<file path="src/rtl/vga_stream_decoder.sv">
// VGA sink monitor: recovers pixel coordinates, tile indices and 2-bit RGB from the packed
// pin bus and verifies hsync/vsync timing, asserting locked after consecutive clean frames.
module vga_stream_decoder #(
   parameter int H_ACTIVE    = 640,
   parameter int H_FP        = 16,
   parameter int H_SYNC      = 96,
   parameter int H_BP        = 48,
   parameter int V_ACTIVE    = 480,
   parameter int V_FP        = 10,
   parameter int V_SYNC      = 2,
   parameter int V_BP        = 33,
   parameter int TILE_SHIFT  = 5,
   parameter int LOCK_FRAMES = 2
) (
   input  logic       clk,
   input  logic       rst,
   input  logic [7:0] vga_in,
   output logic       pix_valid,
   output logic [9:0] pix_x,
   output logic [9:0] pix_y,
   output logic [4:0] tile_x,
   output logic [4:0] tile_y,
   output logic [1:0] pix_r,
   output logic [1:0] pix_g,
   output logic [1:0] pix_b,
   output logic       frame_start,
   output logic       locked,
   output logic       err_hsync,
   output logic       err_vsync
);

   localparam logic [9:0] H_LAST = 10'(H_ACTIVE + H_FP + H_SYNC + H_BP - 1);
   localparam logic [9:0] V_LAST = 10'(V_ACTIVE + V_FP + V_SYNC + V_BP - 1);
   localparam logic [9:0] H_RISE = 10'(H_ACTIVE + H_FP);
   localparam logic [9:0] H_FALL = 10'(H_ACTIVE + H_FP + H_SYNC);
   localparam logic [9:0] V_RISE = 10'(V_ACTIVE + V_FP);
   localparam logic [9:0] V_FALL = 10'(V_ACTIVE + V_FP + V_SYNC);
   localparam logic [9:0] H_VIS  = 10'(H_ACTIVE);
   localparam logic [9:0] V_VIS  = 10'(V_ACTIVE);
   localparam int         CW     = $clog2(LOCK_FRAMES + 1);

   logic [7:0]    s1;
   logic          hs_prev, vs_prev;
   logic [9:0]    hcnt, vcnt;
   logic          h_synced, v_synced, frame_ok;
   logic [CW-1:0] clean_cnt;

   logic       hs, vs, hs_rise, hs_fall, vs_rise, vs_fall;
   logic       h_err, v_err, any_err, h_wrap, f_wrap, aligned;
   logic [9:0] cur_h, cur_v, nxt_h, nxt_v;

   assign hs      = s1[7];
   assign vs      = s1[3];
   assign hs_rise = hs & ~hs_prev;
   assign hs_fall = ~hs & hs_prev;
   assign vs_rise = vs & ~vs_prev;
   assign vs_fall = ~vs & vs_prev;

   // Edge checks compare against the free-running count; a rise then re-anchors the count.
   // NOTE: each always_comb output gets a default before any condition, so none can infer a latch.
   always_comb begin
      h_err = h_synced & ((hs_rise & (hcnt != H_RISE)) | (hs_fall & (hcnt != H_FALL)));
      v_err = v_synced & ((vs_rise & (vcnt != V_RISE)) | (vs_fall & (vcnt != V_FALL)));
      any_err = h_err | v_err;
      aligned = (h_synced | hs_rise) & (v_synced | vs_rise);

      cur_h = hcnt;
      if (hs_rise) cur_h = H_RISE;
      cur_v = vcnt;
      if (vs_rise) cur_v = V_RISE;

      h_wrap = (cur_h == H_LAST);
      f_wrap = h_wrap & (cur_v == V_LAST);

      nxt_h = cur_h + 10'd1;
      if (h_wrap) nxt_h = '0;
      nxt_v = cur_v;
      if (h_wrap) nxt_v = (cur_v == V_LAST) ? '0 : cur_v + 10'd1;
   end

   // NOTE: state is written with non-blocking assignments only, so every register sees pre-edge values.
   always_ff @(posedge clk) begin
      if (rst) begin
         s1          <= '0;
         hs_prev     <= 1'b0;
         vs_prev     <= 1'b0;
         hcnt        <= '0;
         vcnt        <= '0;
         h_synced    <= 1'b0;
         v_synced    <= 1'b0;
         frame_ok    <= 1'b0;
         clean_cnt   <= '0;
         pix_valid   <= 1'b0;
         pix_x       <= '0;
         pix_y       <= '0;
         tile_x      <= '0;
         tile_y      <= '0;
         pix_r       <= '0;
         pix_g       <= '0;
         pix_b       <= '0;
         frame_start <= 1'b0;
         locked      <= 1'b0;
         err_hsync   <= 1'b0;
         err_vsync   <= 1'b0;
      end else begin
         s1      <= vga_in;
         hs_prev <= hs;
         vs_prev <= vs;
         hcnt    <= nxt_h;
         vcnt    <= nxt_v;
         if (hs_rise) h_synced <= 1'b1;
         if (vs_rise) v_synced <= 1'b1;

         pix_valid   <= (cur_h < H_VIS) & (cur_v < V_VIS);
         pix_x       <= cur_h;
         pix_y       <= cur_v;
         tile_x      <= 5'(cur_h >> TILE_SHIFT);
         tile_y      <= 5'(cur_v >> TILE_SHIFT);
         pix_r       <= {s1[0], s1[4]};
         pix_g       <= {s1[1], s1[5]};
         pix_b       <= {s1[2], s1[6]};
         frame_start <= locked & ~any_err & (cur_h == '0) & (cur_v == '0);
         err_hsync   <= h_err;
         err_vsync   <= v_err;

         if (any_err) begin
            locked    <= 1'b0;
            clean_cnt <= '0;
            frame_ok  <= 1'b0;
         end
         // A frame only counts if sync was already established when it began.
         if (f_wrap) begin
            frame_ok <= aligned;
            if (frame_ok && !any_err) begin
               if (clean_cnt != CW'(LOCK_FRAMES)) clean_cnt <= clean_cnt + CW'(1);
               if (clean_cnt >= CW'(LOCK_FRAMES - 1)) locked <= 1'b1;
            end
         end
      end
   end

endmodule

</file>
<file path="config.mk">
export PLATFORM = sky130hd
export DESIGN_NAME = vga_stream_decoder
export DESIGN_NICKNAME = d
export VERILOG_FILES = /design/src/rtl/vga_stream_decoder.sv
export SDC_FILE = /design/constraint.sdc
export NUM_CORES = 1
export LEC_CHECK = 0
export BUFFER_PORTS_ARGS = -buffer_cell sky130_fd_sc_hd__buf_2
export CELL_PAD_IN_SITES_DETAIL_PLACEMENT = 0
export CELL_PAD_IN_SITES_GLOBAL_PLACEMENT = 1
export CORE_MARGIN = 1
export CORE_UTILIZATION = 37
export CTS_BUF_LIST = sky130_fd_sc_hd__clkbuf_16
export DETAILED_ROUTE_END_ITERATION = 10
export GPL_TIMING_DRIVEN = 0
export PLACE_DENSITY_LB_ADDON = 0.1
export RECOVER_POWER = 100
export SETUP_SLACK_MARGIN = 0.4
export SLEW_MARGIN = 40
export SYNTH_ARGS = -nofsm -noshare
export SYNTH_HDL_FRONTEND = slang
export SYNTH_SLANG_ARGS = --single-unit
</file>
<file path="constraint.sdc">
create_clock -name clk -period 2.5 [get_ports clk]
set_clock_uncertainty 0.15 [all_clocks]
set_input_delay 0.125 -clock clk [delete_from_list [all_inputs] [get_ports clk]]
set_output_delay 0.125 -clock clk [all_outputs]
set_load 0.1 [all_outputs]
</file>
==> flow_metrics.py, run 1 <==
metrics = {
    "clock_tree": {
        "root_buffer": "clkbuf_16",
        "cts_max_level": 3,
        "cts.path.max_buffers": 2,
        "clkSlewWorstSetupHoldPaths_ns": 0.06,
        "cts_sinks": 66,
        "clkLatencyLatePin_ns": 0.33,
        "numCtsBuffers": 9,
        "cts_tree": "yes",
    },
    "drt": {
        "drt_iter0_markers": 90,
        "vias_per_cell": 4.82,
        "drt-total-wl_um": 5890,
        "first_pass_iters": 7,
        "drc": 1,
        "ant_nets": 0,
        "wl_per_cell_um": 13.2,
        "vias": 2147,
    },
    "power_and_ir_drop": {
        "combinationalPowerShare_pct": 13.1,
        "cellPowerDensity_nw_per_um2": 803,
        "pwr-share-seq_pct": 39.4,
        "power_frac_clock_pct": 47.5,
        "p_sw_w": 0.000775,
        "p_int_w": 0.00208,
        "p_leak_nw": 1.54,
        "swShare_pct": 27.2,
        "ir_drop_mv": 0.358,
    },
    "critical_path": {
        "path_cells": "nand2b_4 -> buf_8 -> nand2_4 -> ha_4 -> or4b_4 -> nor4_4 -> nand4_4 -> or4_1 -> a211oi_2",
        "crit_path_top_delay_cell": "or4b_4",
        "critPathCaptureType": "flop",
        "cp_top_family": "simple AND/OR/NAND/NOR gates",
        "critPathMaxFanout": 7,
        "r2r_slack_ns": -0.05,
        "path_class": "flop to flop",
        "start_kind": "flop",
        "required_ns": 2.61,
        "path_buf_inv": 1,
        "worstPathArrival_ns": 2.66,
        "critPathMaxStageDelay_ns": 0.46,
    },
    "run_status": {
        "status": "complete, but fails checks",
        "violations": "design-rule violations, negative setup slack",
    },
    "synth": {
        "avgSynthCellArea_um2": 9.24,
        "synth_cell_types": 45,
        "async_reset_ff_share_pct": 0,
        "ys_seq_elements": 66,
        "syn_nets": 294,
        "ys.flop_type": "dfxtp_1",
        "seq_area_frac_synth_pct": 51.1,
        "ys_warn_count": 0,
        "yosys.area.top_type": "dfxtp_1",
        "postSynthCellCount": 280,
        "synth_area_um2": 2590,
        "synth_edf_count": 0,
        "synth_area_leaders": "dfxtp_1 51%, nor2_1 7.3%, nor2b_1 4.6%",
        "yosysTopAreaCellShare_pct": 51.1,
    },
    "run": {
        "cap_violations": 0,
    },
    "floorplanning": {
        "initial_utilization_pct": 38.3,
        "dieArea_um2": 7330,
        "io_pins": 51,
        "rows": 30,
        "die_w_um": 85.6,
        "die_y_um": 85.6,
        "coreArea_um2": 6760,
    },
    "grt": {
        "grt_max_degree": 14,
        "grt_pass1_wl_um": 9270,
        "track_usage_pct": 16.9,
        "antenna_found_initial": 0,
        "grt_pass1_vias": 1872,
        "grt_overflow": 0,
    },
    "sta": {
        "setup_ws_ns": -0.0538,
        "timing.hold.ws_ns": 0.0539,
        "setup_violations": 13,
        "finalCriticalPeriod_ns": 2.55,
        "worst_pin_slew_ns": 0.649,
        "rsz0062_at_grt": "yes",
        "hold_violations": 0,
        "fin_crit_sh_pct": 102,
        "slew_headroom_pct": 56.7,
        "maxSlewViolCount": 0,
        "fmax_mhz": 392,
    },
    "layout": {
        "fillerInstances": 653,
        "final_nets": 374,
        "utilization_pct": 52.6,
        "syn2layout_area_growth_pct": 37.3,
        "final_common_cell": "dfxtp_1",
        "final_cell_mix": "62 x dfxtp_1, 50 x buf_2, 48 x nor2_1",
        "antenna_cells": 0,
        "stdcell_count": 445,
        "drive_gt1_share_pct": 33.2,
    },
    "place": {
        "dp_cells": 409,
        "gp_congestion": 0.803,
        "hpwlAfterDp_um": 3910,
        "port_buffers": 49,
    },
    "min_path": {
        "hp-class": "primary input to flop",
    },
}
[area by class of cell]
type                            instances  area (µm²)  share of cell area, %
Buffer                                 23         151                   4.26
Clock buffer                            9         225                   6.34
Clock inverter                          7         100                   2.82
Inverter                                9        33.8                  0.951
Multi-Input combinational cell        182        1190                   33.6
Sequential cell                        66        1330                   37.4
Tap cell                               80         100                   2.82
Timing Repair Buffer                   69         419                   11.8
[metrics by stage]
stage                     instance area [µm²]  setup WS, ns  power, W  TNS, ns
after floorplan                          2650       -0.0625   0.00143   -0.125
after global placement                   2990        -0.266   0.00149    -2.57
after detailed placement                 2990        -0.248   0.00150    -2.60
after CTS                                3480       -0.0636   0.00287   -0.435
after global routing                     3550        -0.150   0.00295    -1.66
final                                    3550       -0.0538   0.00285   -0.272
[cell usage after synthesis, types with 2 or more instances]
library cell   n
a211oi_1       3
a21oi_1        6
and2_1         7
buf_2          2
buf_4         10
clkbuf_1       9
dfxtp_1       66
ha_1           4
inv_1          9
nand2_1       13
nand2b_1       5
nand3_1        9
nand4_1        3
nor2_1        50
nor2b_1       19
nor3_1         8
nor4_1        10
o21ai_0        4
o31ai_1        2
or4_1          2
xnor2_1       11
xor2_1         5
[path summary, 6_finish.rpt]
path	startpoint	to	cells after the start
worst max-delay path	vs_prev$_SDFF_PP0_	clean_cnt[0]$_SDFF_PP0_	9
worst min-delay path	rst	v_synced$_SDFFE_PP0P_	2
worst max register to register	vs_prev$_SDFF_PP0_	clean_cnt[0]$_SDFF_PP0_	9
worst min register to register	s1[1]$_SDFF_PP0_	pix_g[1]$_SDFF_PP0_	1
[logic make-up after synthesis]
| group | Yosys count | share of synthesized area (%) |
|---|---|---|
| muxes | 1 | 0.435 |
| DFF | 66 | 51.1 |
| and+or+nand+nor | 139 | 29.1 |
| xor gates and xnor gates | 16 | 5.42 |
| AOI/OAI and AO/OA | 22 | 5.61 |
| buffers and inverters | 32 | 6.48 |
| adders and majority gates | 4 | 1.93 |
[sequential cells by signal, indices dropped and copies added (netlist names), 2 cells and up]
register / cells
clean_cnt: 2
hcnt: 10
pix_b: 2
pix_g: 2
pix_r: 2
pix_x: 10
pix_y: 10
s1: 8
vcnt: 10
[worst register-to-register path, stage by stage, from the launching register on]
cell and delay, ns:
dfxtp_4 0.35, nand2b_4 0.14, buf_8 0.12, nand2_4 0.07, ha_4 0.11, or4b_4 0.47
nor4_4 0.25, nand4_4 0.19, or4_1 0.46, a211oi_2 0.18
[power by group through the flow]
stage | registers, W | clock network, W | logic (W)
after floorplan | 0.00127 | 0 | 0.000162
after global placement | 0.00114 | 0 | 0.000348
after detailed placement | 0.00115 | 0 | 0.000350
after CTS | 0.00112 | 0.00138 | 0.000366
after global routing | 0.00113 | 0.00143 | 0.000394
final | 0.00112 | 0.00136 | 0.000372
[per-layer routing]
metal	vias up	GRT usage (%)	routed length [µm]
met4	0	10.2	139
li1	1092	-	-
met1	983	22.2	2800
met5	-	0	0
met2	60	24.9	2680
met3	12	4.43	274
[what timing repair did]
action	CTS	global route
endpoints found under the hold margin	8	0
hold buffers	8	0
pin swaps	2	1
resized for setup	12	14
endpoints found under the setup margin	24	24
cloned	0	0
buffers inserted	7	5
Note: power is estimated with default switching activity, not from simulation.
==> run 2: changes to the inputs <==
SETUP_SLACK_MARGIN = 0.02   (was 0.4)
==> run 2 against run 1 <==
  * Hold slack gained 0.11 ns
  * The run ends with negative setup slack left
  * Final cell count shrank 1.1%
  * Non-clock buffer count shrank 6
==> flow_metrics.py, run 2 (synthesis results as in run 1) <==
metrics = {
    "sta": {
        "setup_ws_ns": -0.100,
        "fin_crit_sh_pct": 104,
        "worst_pin_slew_ns": 1.19,
        "hold_violations": 0,
        "rsz0062_at_grt": "yes",
        "setup_tns_ns": -0.128,
        "finalCriticalPeriod_ns": 2.60,
        "slew_headroom_pct": 20.7,
        "maxSlewViolCount": 0,
        "fmax_mhz": 385,
        "setup_violations": 2,
    },
    "clock_tree": {
        "cts.path.max_buffers": 2,
        "numCtsBuffers": 9,
        "cts_sinks": 66,
        "clkLatencyLatePin_ns": 0.33,
        "root_buffer": "clkbuf_16",
        "cts_max_level": 3,
        "cts_tree": "yes",
        "clkSlewWorstSetupHoldPaths_ns": 0.06,
    },
    "grt": {
        "grt_max_degree": 14,
        "grt_pass1_vias": 1873,
        "grtUsageMet1_pct": 22.7,
        "grt.busiest_layer": "met2",
        "antenna_found_initial": 0,
        "grt_pass1_wl_um": 9320,
        "grt_overflow": 0,
        "track_usage_pct": 16.8,
        "grt_use_met3_pct": 5.00,
        "use_met2_pct": 24.7,
    },
    "critical_path": {
        "reg2regPathDepth": 8,
        "critPathMaxFanout": 7,
        "critPathCaptureType": "flop",
        "cp_top_family": "simple AND/OR/NAND/NOR gates",
        "crit_path_top_delay_cell": "or4_4",
        "path_class": "flop to flop",
        "critPathMaxStageDelay_ns": 0.51,
        "worstPathArrival_ns": 2.70,
        "r2r_slack_ns": -0.10,
        "rr_endpoint": "clean_cnt[0]$_SDFF_PP0_",
        "path_buf_inv": 0,
        "timing.rr.start": "s1[3]$_SDFF_PP0_",
        "path_cells": "nor2b_4 -> nor2_4 -> ha_4 -> or4b_4 -> nor4_4 -> nand4_4 -> or4_4 -> a211oi_2",
        "required_ns": 2.60,
        "start_kind": "flop",
    },
    "floorplanning": {
        "die_y_um": 85.6,
        "io_pins": 51,
        "initial_utilization_pct": 38.3,
        "die_w_um": 85.6,
        "rows": 30,
        "dieArea_um2": 7330,
        "coreArea_um2": 6760,
    },
    "layout": {
        "drive_gt1_share_pct": 19.2,
        "antenna_cells": 0,
        "final_cell_mix": "64 x dfxtp_1, 49 x clkbuf_1, 49 x nor2_1",
        "final_common_cell": "dfxtp_1",
        "final_nets": 369,
        "utilization_pct": 51.6,
        "syn2layout_area_growth_pct": 34.7,
    },
    "place": {
        "gp_congestion": 0.789,
        "hpwlAfterDp_um": 3850,
        "port_buffers": 49,
        "dp_slack_ns": -0.501,
    },
    "power_and_ir_drop": {
        "p_sw_w": 0.000780,
        "cellPowerDensity_nw_per_um2": 846,
        "p_int_w": 0.00217,
        "ir_drop_mv": 0.460,
        "p_leak_nw": 1.35,
        "power_frac_clock_pct": 49.6,
        "pwr-share-seq_pct": 38.1,
        "combinationalPowerShare_pct": 12.3,
        "swShare_pct": 26.5,
    },
    "drt": {
        "drt_iter0_markers": 111,
        "wl_per_cell_um": 13.4,
        "drt-total-wl_um": 5890,
        "first_pass_iters": 4,
        "ant_nets": 0,
        "vias_per_cell": 4.77,
        "vias": 2100,
        "drc": 0,
    },
    "run": {
        "cap_violations": 0,
    },
    "min_path": {
        "whs_endpoint": "v_synced$_SDFFE_PP0P_",
        "worstHoldStart": "rst",
        "min_path_cells": 2,
        "hp-class": "primary input to flop",
    },
    "run_status": {
        "violations": "negative setup slack",
        "status": "complete, but fails checks",
    },
}
[run 2: what timing repair did]
item,4_1_cts,5_1_grt
hold endpoints to repair,8,0
cloned,0,1
pin swaps,7,5
setup buffers,7,2
endpoints found under the setup margin,14,15
gates resized for setup,8,7
hold buffers,8,0
[run 2: how the worst max path moves through the flow]
stage / slack [ns] / cells past startpoint / end / startpoint
floorplan: -0.06 / 9 / vcnt[1]$_SDFF_PP0_ / vs_prev$_SDFF_PP0_
global placement: -0.50 / 9 / vcnt[1]$_SDFF_PP0_ / vs_prev$_SDFF_PP0_
detailed placement: -0.50 / 9 / vcnt[2]$_SDFF_PP0_ / vs_prev$_SDFF_PP0_
CTS: -0.11 / 8 / clean_cnt[1]$_SDFF_PP0_ / s1[3]$_SDFF_PP0_
global route: -0.20 / 8 / clean_cnt[0]$_SDFF_PP0_ / s1[3]$_SDFF_PP0_
finish: -0.10 / 8 / clean_cnt[0]$_SDFF_PP0_ / s1[3]$_SDFF_PP0_
[run 2: routing by layer]
| metal | vias up | wire [µm] |
|---|---|---|
| met3 | 8 | 268 |
| met4 | 0 | 85 |
| li1 | 1076 | - |
| met2 | 58 | 2610 |
| met1 | 958 | 2930 |
| met5 | - | 0 |
[run 2: area by class of cell]
type                       count  area [µm²]
buffer                        20         121
clock buffer                   9         225
clock inverter                 7         125
fill                         661        3270
inverter                       9        33.8
multi-input combinational    183        1220
sequential                    66        1320
tap                           80         100
timing repair buffer          66         339
[run 2: through the flow]
step	hold WS, ns	instances	cell area [µm²]	power (W)
after floorplan	0.103	280	2640	0.00143
after global placement	0.182	409	2990	0.00149
after detailed placement	0.187	409	2990	0.00150
after CTS	0.129	439	3490	0.00297
after global routing	0.227	440	3490	0.00305
final	0.164	440	3490	0.00295
[run 2: power by group through the flow]
stage          logic (W)  registers, W  clock network, W
2_1_floorplan   0.000161       0.00127                 0
3_3_place_gp    0.000348       0.00114                 0
3_5_place_dp    0.000350       0.00115                 0
4_1_cts         0.000364       0.00112           0.00148
5_1_grt         0.000382       0.00113           0.00153
6_report        0.000362       0.00112           0.00146
